## src/rtl/mcycle_pkg.sv

```systemverilog
// mcycle_pkg: shared encodings and small helpers for the multi-cycle
// multiply/divide unit in the Execute stage.
package mcycle_pkg;

    typedef enum logic [1:0] {
        MC_MUL  = 2'b00,
        MC_MULU = 2'b01,
        MC_DIV  = 2'b10,
        MC_DIVU = 2'b11
    } mc_op_e;

    typedef enum logic [1:0] {
        MC_IDLE      = 2'b00,
        MC_COMPUTING = 2'b01,
        MC_DONE      = 2'b10
    } mc_state_e;

    // Bit 0 of the op code selects unsigned handling.
    function automatic logic op_is_signed(input logic [1:0] op);
        return ~op[0];
    endfunction

    // Bit 1 of the op code selects divide.
    function automatic logic op_is_div(input logic [1:0] op);
        return op[1];
    endfunction

endpackage

```

## src/rtl/mcycle_iter_datapath.sv

```systemverilog
// mcycle_iter_datapath: shared shift registers and adder/subtractor for the
// iterative multiply (shift-add) and restoring divide. Operands arrive as
// magnitudes; sign handling lives in the top.
//   multiply: lo = multiplier (shifted out LSB first), b = multiplicand,
//             hi = upper accumulator; product = {hi, lo} after WIDTH steps.
//   divide:   lo = dividend (shifted out MSB first, quotient shifted in),
//             b = divisor, hi = partial remainder.
module mcycle_iter_datapath #(
    parameter int WIDTH = 32
) (
    input  logic             clk,
    input  logic             rst,
    input  logic             load,
    input  logic             step,
    input  logic             div_mode,
    input  logic [WIDTH-1:0] load_lo,
    input  logic [WIDTH-1:0] load_b,
    output logic [WIDTH-1:0] hi_next,
    output logic [WIDTH-1:0] lo_next
);

    logic [WIDTH:0]   hi_q, hi_d;
    logic [WIDTH-1:0] lo_q, lo_d;
    logic [WIDTH-1:0] b_q, b_d;

    logic [WIDTH-1:0] mul_addend;
    logic [WIDTH:0]   mul_sum;
    logic [WIDTH:0]   mul_hi;
    logic [WIDTH-1:0] mul_lo;
    logic [WIDTH:0]   rem_sh;
    logic [WIDTH+1:0] trial;
    logic             q_bit;
    logic [WIDTH:0]   div_hi;
    logic [WIDTH-1:0] div_lo;
    logic [WIDTH:0]   step_hi;
    logic [WIDTH-1:0] step_lo;

    // One iteration of either algorithm, plus load/hold of the registers.
    // hi_q[WIDTH] stays zero in both modes (partial remainder < divisor).
    always_comb begin
        mul_addend = lo_q[0] ? b_q : '0;
        mul_sum    = hi_q + {1'b0, mul_addend};
        mul_hi     = {1'b0, mul_sum[WIDTH:1]};
        mul_lo     = {mul_sum[0], lo_q[WIDTH-1:1]};

        rem_sh     = {hi_q[WIDTH-1:0], lo_q[WIDTH-1]};
        trial      = {1'b0, rem_sh} - {2'b00, b_q};
        q_bit      = ~trial[WIDTH+1];
        div_hi     = q_bit ? trial[WIDTH:0] : rem_sh;
        div_lo     = {lo_q[WIDTH-2:0], q_bit};

        step_hi    = div_mode ? div_hi : mul_hi;
        step_lo    = div_mode ? div_lo : mul_lo;

        hi_d = hi_q;
        lo_d = lo_q;
        b_d  = b_q;
        if (load) begin
            hi_d = '0;
            lo_d = load_lo;
            b_d  = load_b;
        end else if (step) begin
            hi_d = step_hi;
            lo_d = step_lo;
        end

        hi_next = step_hi[WIDTH-1:0];
        lo_next = step_lo;
    end

    // Iteration registers.
    always_ff @(posedge clk) begin
        if (rst) begin
            hi_q <= '0;
            lo_q <= '0;
            b_q  <= '0;
        end else begin
            hi_q <= hi_d;
            lo_q <= lo_d;
            b_q  <= b_d;
        end
    end

endmodule

```

## src/rtl/mcycle_unit.sv

```systemverilog
// mcycle_unit: iterative multiply/divide for the Execute stage. Busy stalls
// F/D and holds E/M; Done pulses for one cycle with Result1/Result2 valid.
// Optional build macro MCYCLE_FAST_MUL_EN: multiplies complete through a
// single registered '*' product (IDLE -> DONE); divides stay iterative.
//
// state        | meaning
// -------------+-----------------------------------------------------------
// MC_IDLE      | waiting for Start; operands/op/sign flags latched on exit
// MC_COMPUTING | one multiplier/quotient bit per cycle, WIDTH cycles
// MC_DONE      | results valid, Done=1, Busy=0 even if Start is still high
module mcycle_unit
    import mcycle_pkg::*;
#(
    parameter int WIDTH = 32
) (
    input  logic             CLK,
    input  logic             RESET,
    input  logic             Start,
    input  logic [1:0]       MCycleOp,
    input  logic [WIDTH-1:0] Operand1,
    input  logic [WIDTH-1:0] Operand2,
    output logic [WIDTH-1:0] Result1,
    output logic [WIDTH-1:0] Result2,
    output logic             Busy,
    output logic             Done
);

    localparam int CW = (WIDTH > 1) ? $clog2(WIDTH) : 1;
    localparam logic [CW-1:0] LAST_COUNT = CW'(WIDTH - 1);

    mc_state_e        state_q, state_d;
    logic [CW-1:0]    count_q, count_d;
    logic [1:0]       op_q, op_d;
    logic             neg_lo_q, neg_lo_d;
    logic             neg_hi_q, neg_hi_d;
    logic             div_zero_q, div_zero_d;
    logic [WIDTH-1:0] dividend_q, dividend_d;
    logic [WIDTH-1:0] res1_q, res1_d;
    logic [WIDTH-1:0] res2_q, res2_d;

    logic             start_accept;
    logic             in_div;
    logic             op1_neg, op2_neg;
    logic [WIDTH-1:0] op1_abs, op2_abs;
    logic [WIDTH-1:0] dp_load_lo, dp_load_b;
    logic [WIDTH-1:0] dp_hi_next, dp_lo_next;
    logic [2*WIDTH-1:0] product, product_fix;
    logic [WIDTH-1:0] quo_fix, rem_fix;

`ifdef MCYCLE_FAST_MUL_EN
    logic [2*WIDTH-1:0] fast_a, fast_b, fast_prod;
`endif

    // Operand sign split and routing into the shared datapath.
    always_comb begin
        in_div     = op_is_div(MCycleOp);
        op1_neg    = op_is_signed(MCycleOp) & Operand1[WIDTH-1];
        op2_neg    = op_is_signed(MCycleOp) & Operand2[WIDTH-1];
        op1_abs    = op1_neg ? -Operand1 : Operand1;
        op2_abs    = op2_neg ? -Operand2 : Operand2;
        dp_load_lo = in_div ? op1_abs : op2_abs;
        dp_load_b  = in_div ? op2_abs : op1_abs;
    end

    assign start_accept = (state_q == MC_IDLE) && Start;

    mcycle_iter_datapath #(
        .WIDTH    (WIDTH)
    ) u_datapath (
        .clk      (CLK),
        .rst      (RESET),
        .load     (start_accept),
        .step     (state_q == MC_COMPUTING),
        .div_mode (op_q[1]),
        .load_lo  (dp_load_lo),
        .load_b   (dp_load_b),
        .hi_next  (dp_hi_next),
        .lo_next  (dp_lo_next)
    );

    // Sign fix-up of the final iteration's outputs.
    always_comb begin
        product     = {dp_hi_next, dp_lo_next};
        product_fix = neg_lo_q ? -product : product;
        quo_fix     = neg_lo_q ? -dp_lo_next : dp_lo_next;
        rem_fix     = neg_hi_q ? -dp_hi_next : dp_hi_next;
    end

`ifdef MCYCLE_FAST_MUL_EN
    // Single-cycle product; truncating a 2*WIDTH multiply of sign-extended
    // operands yields the correct signed or unsigned product.
    always_comb begin
        fast_a    = op_is_signed(MCycleOp) ? {{WIDTH{Operand1[WIDTH-1]}}, Operand1}
                                           : {{WIDTH{1'b0}}, Operand1};
        fast_b    = op_is_signed(MCycleOp) ? {{WIDTH{Operand2[WIDTH-1]}}, Operand2}
                                           : {{WIDTH{1'b0}}, Operand2};
        fast_prod = fast_a * fast_b;
    end
`endif

    // Next-state, counter, latched-operand and result-register logic.
    always_comb begin
        state_d    = state_q;
        count_d    = count_q;
        op_d       = op_q;
        neg_lo_d   = neg_lo_q;
        neg_hi_d   = neg_hi_q;
        div_zero_d = div_zero_q;
        dividend_d = dividend_q;
        res1_d     = res1_q;
        res2_d     = res2_q;

        case (state_q)
            MC_IDLE: begin
                if (Start) begin
                    op_d       = MCycleOp;
                    neg_lo_d   = op1_neg ^ op2_neg;
                    neg_hi_d   = op1_neg;
                    div_zero_d = (Operand2 == '0);
                    dividend_d = Operand1;
                    count_d    = '0;
                    state_d    = MC_COMPUTING;
`ifdef MCYCLE_FAST_MUL_EN
                    if (!in_div) begin
                        state_d = MC_DONE;
                        res1_d  = fast_prod[WIDTH-1:0];
                        res2_d  = fast_prod[2*WIDTH-1:WIDTH];
                    end
`endif
                end
            end
            MC_COMPUTING: begin
                count_d = count_q + CW'(1);
                if (count_q == LAST_COUNT) begin
                    state_d = MC_DONE;
                    count_d = '0;
                    case (op_q)
                        MC_MUL, MC_MULU: begin
                            res1_d = product_fix[WIDTH-1:0];
                            res2_d = product_fix[2*WIDTH-1:WIDTH];
                        end
                        default: begin
                            // Divide by zero overrides the sign fix-up.
                            if (div_zero_q) begin
                                res1_d = '1;
                                res2_d = dividend_q;
                            end else begin
                                res1_d = quo_fix;
                                res2_d = rem_fix;
                            end
                        end
                    endcase
                end
            end
            MC_DONE: begin
                state_d = MC_IDLE;
            end
            default: begin
                state_d = MC_IDLE;
            end
        endcase
    end

    // Control and result registers.
    always_ff @(posedge CLK) begin
        if (RESET) begin
            state_q    <= MC_IDLE;
            count_q    <= '0;
            op_q       <= MC_MUL;
            neg_lo_q   <= 1'b0;
            neg_hi_q   <= 1'b0;
            div_zero_q <= 1'b0;
            dividend_q <= '0;
            res1_q     <= '0;
            res2_q     <= '0;
        end else begin
            state_q    <= state_d;
            count_q    <= count_d;
            op_q       <= op_d;
            neg_lo_q   <= neg_lo_d;
            neg_hi_q   <= neg_hi_d;
            div_zero_q <= div_zero_d;
            dividend_q <= dividend_d;
            res1_q     <= res1_d;
            res2_q     <= res2_d;
        end
    end

    // Busy must drop in DONE even with Start still high: same instruction in E.
    assign Busy    = start_accept || (state_q == MC_COMPUTING);
    assign Done    = (state_q == MC_DONE);
    assign Result1 = res1_q;
    assign Result2 = res2_q;

endmodule
```

## config.mk

```make
export PLATFORM = sky130hd
export DESIGN_NAME = mcycle_unit
export DESIGN_NICKNAME = d
export VERILOG_FILES = /design/src/rtl/mcycle_pkg.sv /design/src/rtl/mcycle_iter_datapath.sv /design/src/rtl/mcycle_unit.sv
export SDC_FILE = /design/constraint.sdc
export NUM_CORES = 1
export LEC_CHECK = 0
export BUFFER_PORTS_ARGS = -buffer_cell sky130_fd_sc_hd__buf_2
export CORE_MARGIN = 2
export CORE_UTILIZATION = 30
export DETAILED_ROUTE_END_ITERATION = 8
export HOLD_SLACK_MARGIN = 0.05
export PLACE_DENSITY_LB_ADDON = 0.1
export SYNTH_ARGS = -nofsm -noshare
export SYNTH_HDL_FRONTEND = slang
export SYNTH_SLANG_ARGS = --single-unit
export TNS_END_PERCENT = 10
```

## constraint.sdc

```tcl
create_clock -name CLK -period 10.2 [get_ports CLK]
set_clock_uncertainty 0.05 [all_clocks]
set_input_delay 0.51 -clock CLK [delete_from_list [all_inputs] [get_ports CLK]]
set_output_delay 0.51 -clock CLK [all_outputs]
set_load 0.01 [all_outputs]
```

# Yosys cells after proc, flatten, opt, wreduce, memory -nomap -nowiden
# Cells that the tools add are included.
# W data, S select, Z words.
# totals
reg_bits,205
inputBits,69
out_inout_bits,66
word_cells,67
# op_classes
n_addsub,8
eq_ne,6
n_mux,23
bitwise,5
n_reduce_logical,13
# op_table
cell,n
$mux W32,14
$neg A32 Y32,4
$mux W33,2
$mux W64,1
$neg A64 Y64,1
$sub A33 B32 Y34,1
$add A33 B32 Y33,1
$logic_not A32 Y1,1
$mux W5,2
$pmux W5 S2,1
$reduce_and A2 Y1,4
$add A5 B1 Y5 const B,1
$eq A5 B5 Y1 const B,1
$eq A2 B1 Y1 const B,2
$logic_not A2 Y1,2
$mux W2,2
$ne A2 B2 Y1 const B,2
$pmux W2 S2,1
$reduce_bool A2 Y1,2
$reduce_or A2 Y1,2
$and A1 B1 Y1,2
$eq A2 B2 Y1 const B,1
$not A1 Y1,2
$logic_and A1 B1 Y1,1
other kinds (2),2

# Depth between registers and ports, before layout
# logic_depth
word_depth,7
depth_mapped,22
mapped_depth_nobuf,19

# Modules after synthesis
# Synthesis repeated with hierarchy kept, for this count alone.
# hier_totals
hier_cells,2458
area_unflattened_um2,18063.6
# modules_own_cells
mod,n_inst,cells_each,area_per_inst_um2,seq_area_each_um2
mcycle_iter_datapath,1,1286,9350.2,1941.9
mcycle_unit,1,1172,8713.4,2142.1

# Worst setup path after synthesis
# Ideal clock, no wire load.
# synth_path
kind,register to register
from,register u_datapath.b_q[1]
to,register res2_q[26] (netlist: Result2[26])
setup_time_ns,0.091
arrival_time_ns,4.070
t_required_ns,10.059
setup_slack_ns,5.989
path_stages_with_launch,21
path_buffers,2
period_less_slack_ns,4.211
cell_sequence,dfxtp_1 inv_1 ha_1 nor2b_1 o31a_1 o2111a_1 o31a_1 nor2_1 clkbuf_1 buf_2 o21ai_0 a21oi_1 ha_1 inv_1 nor2_1 and4_1 nand3b_1 o21ai_0 xor2_1 nand2_1 a311oi_1
# synth_between
elab_chain_len,7
word_cells_on_any_way,13
# synth_rtl
element,line_no,source
"start, declared",mcycle_iter_datapath.sv:24,"logic [WIDTH-1:0] b_q, b_d;"
"start signal, assigned",mcycle_iter_datapath.sv:76,b_q <= '0;
"start signal, assigned",mcycle_iter_datapath.sv:80,b_q <= b_d;
$mux W32 / $sub A33 B32 Y34 (equally long branches),"mcycle_iter_datapath.sv:41, mcycle_iter_datapath.sv:47",
$add A33 B32 Y33 / $mux W33 (equally long branches),"mcycle_iter_datapath.sv:42, mcycle_iter_datapath.sv:49",
$mux W33,mcycle_iter_datapath.sv:52,step_hi = div_mode ? div_hi : mul_hi;
$neg A32 Y32,mcycle_unit.sv:86,rem_fix = neg_hi_q ? -dp_hi_next : dp_hi_next;
$mux W32,mcycle_unit.sv:86,
$mux W32,mcycle_unit.sv:144,if (div_zero_q) begin
$mux W32 (*),mcycle_unit.sv:137,case (op_q)
"end signal, assigned",mcycle_unit.sv:185,res2_q <= res2_d;
"end, declared",mcycle_unit.sv:39,"logic [WIDTH-1:0] res2_q, res2_d;"
# Mark *: on every way between the ends. The rest lies on a longest branch, timed or not.
# A chain may end at the register's enable or synchronous reset.

# Worst setup path in the final report
# layout_path
from,register u_datapath.b_q[1]
to,register res2_q[24] (netlist: Result2[24])
# Same word-level chain as after synthesis.

==> summary.txt <==
Routed met2 length - 36.1 mm
Dpl ws - 4.56 ns
Slew HR - 0.114
FMAX - 0.173 GHz
Asr flop ratio synth - 0
Endpoint, Worst Hold - dividend_q[1]
Synth area leaders - dfxtp_1 23%, nand2_1 9.1%, a21oi_1 7.3%
Most frequent cell after synthesis - nand2_1
Met3 WL - 5.09 mm
Synth Register Bits - 204
Synth Flop Type - dfxtp_1
Die area - 60000 µm²
Core area - 57600 µm²
R2r startpoint - u_datapath.b_q[1]
Hold Crit Class - input port to flip-flop
RSZ-0062 raised after global routing - false
P per Cell Area - 141 nW/µm²
CTS tree - built
I/O pin count - 135
CTS hold repair buffers - 0
Source of the worst hold timing path - Operand1[1]
Final wirelength - 80.2 mm
P_leak - 7.56 nW
Final nets - 2653
Clock transition at the registers of the reported paths - 0.06 ns
Buffers on Ports - 134
Final Hold Fails - 0
Synth top area share - 0.234
Design Area, Final - 19600 µm²
Synth warn - 0
Wirelength per Cell - 24.3 µm
Initial antenna violation count - 5
Total Routing Usage GR - 0.260
Max-cap violations - 0
Synthesized cell area - 17400 µm²
Placed wire-length estimate - 62.3 mm
TritonCTS Buffers - 26
Latest clock arrival within the worst-skew pair - 0.58 ns
Fin Setup TNS - 0 ns
Die Ht - 245 µm
Vias - 18800
Final min period - 5.77 ns
R2r setup slk - 4.43 ns
Longest Clk Path Bufs - 3
PnR worst setup slack - 4.43 ns
CP required - 10.65 ns
Total setup buffers inserted after CTS - 0
Highest routing layer actually used - met5
Final Power - 2.77 mW
R2R Path End - Result2[24]
Die Wd - 245 µm
Cells on worst reg2reg path - 17
Critical path type - flip-flop to flip-flop
Max Slew Vio Count - 0
Status - finished, final reports clean
Register area share after synthesis - 0.234
Number of global-route vias before repair - 18000
# clock sinks - 204
DRT antenna net count - 0
DRT met1 WL - 35.8 mm
Layout cells sized above 1 - 0.105
Area grow syn2layout - 12.6%
Routability cong. - 0.921
Worst Setup End Kind - flip-flop
Final setup viols - 0
Maximum fanout along the worst path - 26
CTS root buf - clkbuf_16
GR Overflow Total - 0
Unique masters post-synth - 95
Post_cts resized - 0
Starting DRC count in detailed routing - 1723
Top cell type by total area after synthesis - dfxtp_1
Synth top cells by count - 423 x nand2_1, 255 x a21oi_1, 249 x nor2_1
Least-Margin Pin Slew - 1.32 ns
Net count after synthesis - 2619
Initial core utilization - 0.303
Post-synthesis instance total - 2478
Router iterations before antenna repair - 8
Peak supply drop - 115 µV
Worst hold path stage count - 3
Vias per cell - 5.70
Row count - 88
First-pass GRT wire length - 118 mm
Worst EP arrival - 6.22 ns
Placed instance area - 18700 µm²
DRC viols - 0
Syn_area_per_cell - 7.03 µm²
CP startpoint kind - flip-flop
Largest net degree at the start of global routing - 76
H-tree Lvls - 1
Worst Hold Slack - 0.146 ns
Post-synth EDFFs - 0
Final cycle utilization of the critical path - 0.565
## sequential cells by signal, indices dropped and copies added, names as in the netlist, 2 cells and up
| signal | flops |
|---|---|
| Result2 | 32 |
| state_q | 2 |
| u_datapath.lo_q | 32 |
| u_datapath.b_q | 32 |
| u_datapath.hi_q | 33 |
| count_q | 5 |
| Result1 | 32 |
| dividend_q | 32 |
## per-layer routing
metal | GRT usage | vias to the layer above
met5 | 0 | -
met3 | 0.0338 | 126
met4 | 0.0933 | 2
met1 | 0.351 | 9028
met2 | 0.424 | 669
li1 | - | 8977
## metrics by stage
stage / utilization / std cells
after floorplan: - / 2478
after global placement: 0.325 / 3249
after detailed placement: 0.325 / 3249
after CTS: 0.341 / 3297
after global routing: 0.341 / 3297
final: 0.341 / 3298
## cell usage in the layout (no fill, tap or decap), types with 20 or more instances in the layout
cell       count
a21oi_1      255
xor2_1        69
and2_1        43
o21ai_0      121
buf_4         28
xnor2_1      104
nor2_1       248
nand3_1       32
ha_1          70
o21a_1        20
a31oi_1       26
inv_1         71
clkbuf_16     26
o211ai_1      90
mux2i_1       51
nand2_1      422
nor3_1        50
dfxtp_1      202
a211oi_1      79
o31ai_1       23
buf_2        133
a21o_1        29
## cell type report
type                       count  area [µm²]
clock buffer                  37         762
fill                        6257       37900
multi-input combinational   2046       12500
clock inverter                11         174
tap                          765         957
timing repair buffer         161         876
sequential                   204        4090
antenna                        1        2.50
inverter                      73         274
## worst max-delay path by stage
stage	slack, ns	cells after the start	to	startpoint
6_report	4.43	17	Result2[24]	u_datapath.b_q[1]
5_1_grt	3.94	19	Result2[26]	u_datapath.b_q[1]
4_1_cts	4.50	19	Result2[26]	u_datapath.b_q[1]
3_5_place_dp	4.56	19	Result2[26]	u_datapath.b_q[1]
3_3_place_gp	4.68	18	Result2[26]	u_datapath.hi_q[1]
2_1_floorplan	5.99	20	Result2[26]	u_datapath.b_q[1]
## critical path, stage by stage (launching register included)
cell and delay [ns]:
dfxtp_1 0.45, inv_1 0.07, ha_1 0.28, nor2b_1 0.18
o31a_1 0.35, o2111a_1 0.38, o31ai_2 0.79, nand2_2 0.59
nor2_1 0.21, a21oi_1 0.08, a21oi_1 0.28, ha_1 0.34
nand2_1 0.13, nor3b_1 0.55, a41oi_1 0.24, xnor2_1 0.18
a221oi_1 0.35, a22o_1 0.17
## power breakdown
part           switching, mW  internal, mW  total [mW]
sequential            0.0492         0.832       0.881
combinational          0.581         0.275       0.856
clock                  0.406         0.621        1.03
## cells by family (layout without fill, tap and decap cells)
group | after synthesis | after routing | share of synthesized area
buffers and inverters | 228 | 282 | 0.0502
muxes | 60 | 60 | 0.0351
adders and majority gates | 72 | 72 | 0.0525
and+or+nand+nor | 957 | 957 | 0.248
other | 0 | 1 | 0
xor gates and xnor gates | 173 | 173 | 0.0869
AOI/OAI and AO/OA | 784 | 784 | 0.292
DFF | 204 | 204 | 0.234
(Power assumes the default switching activity.)
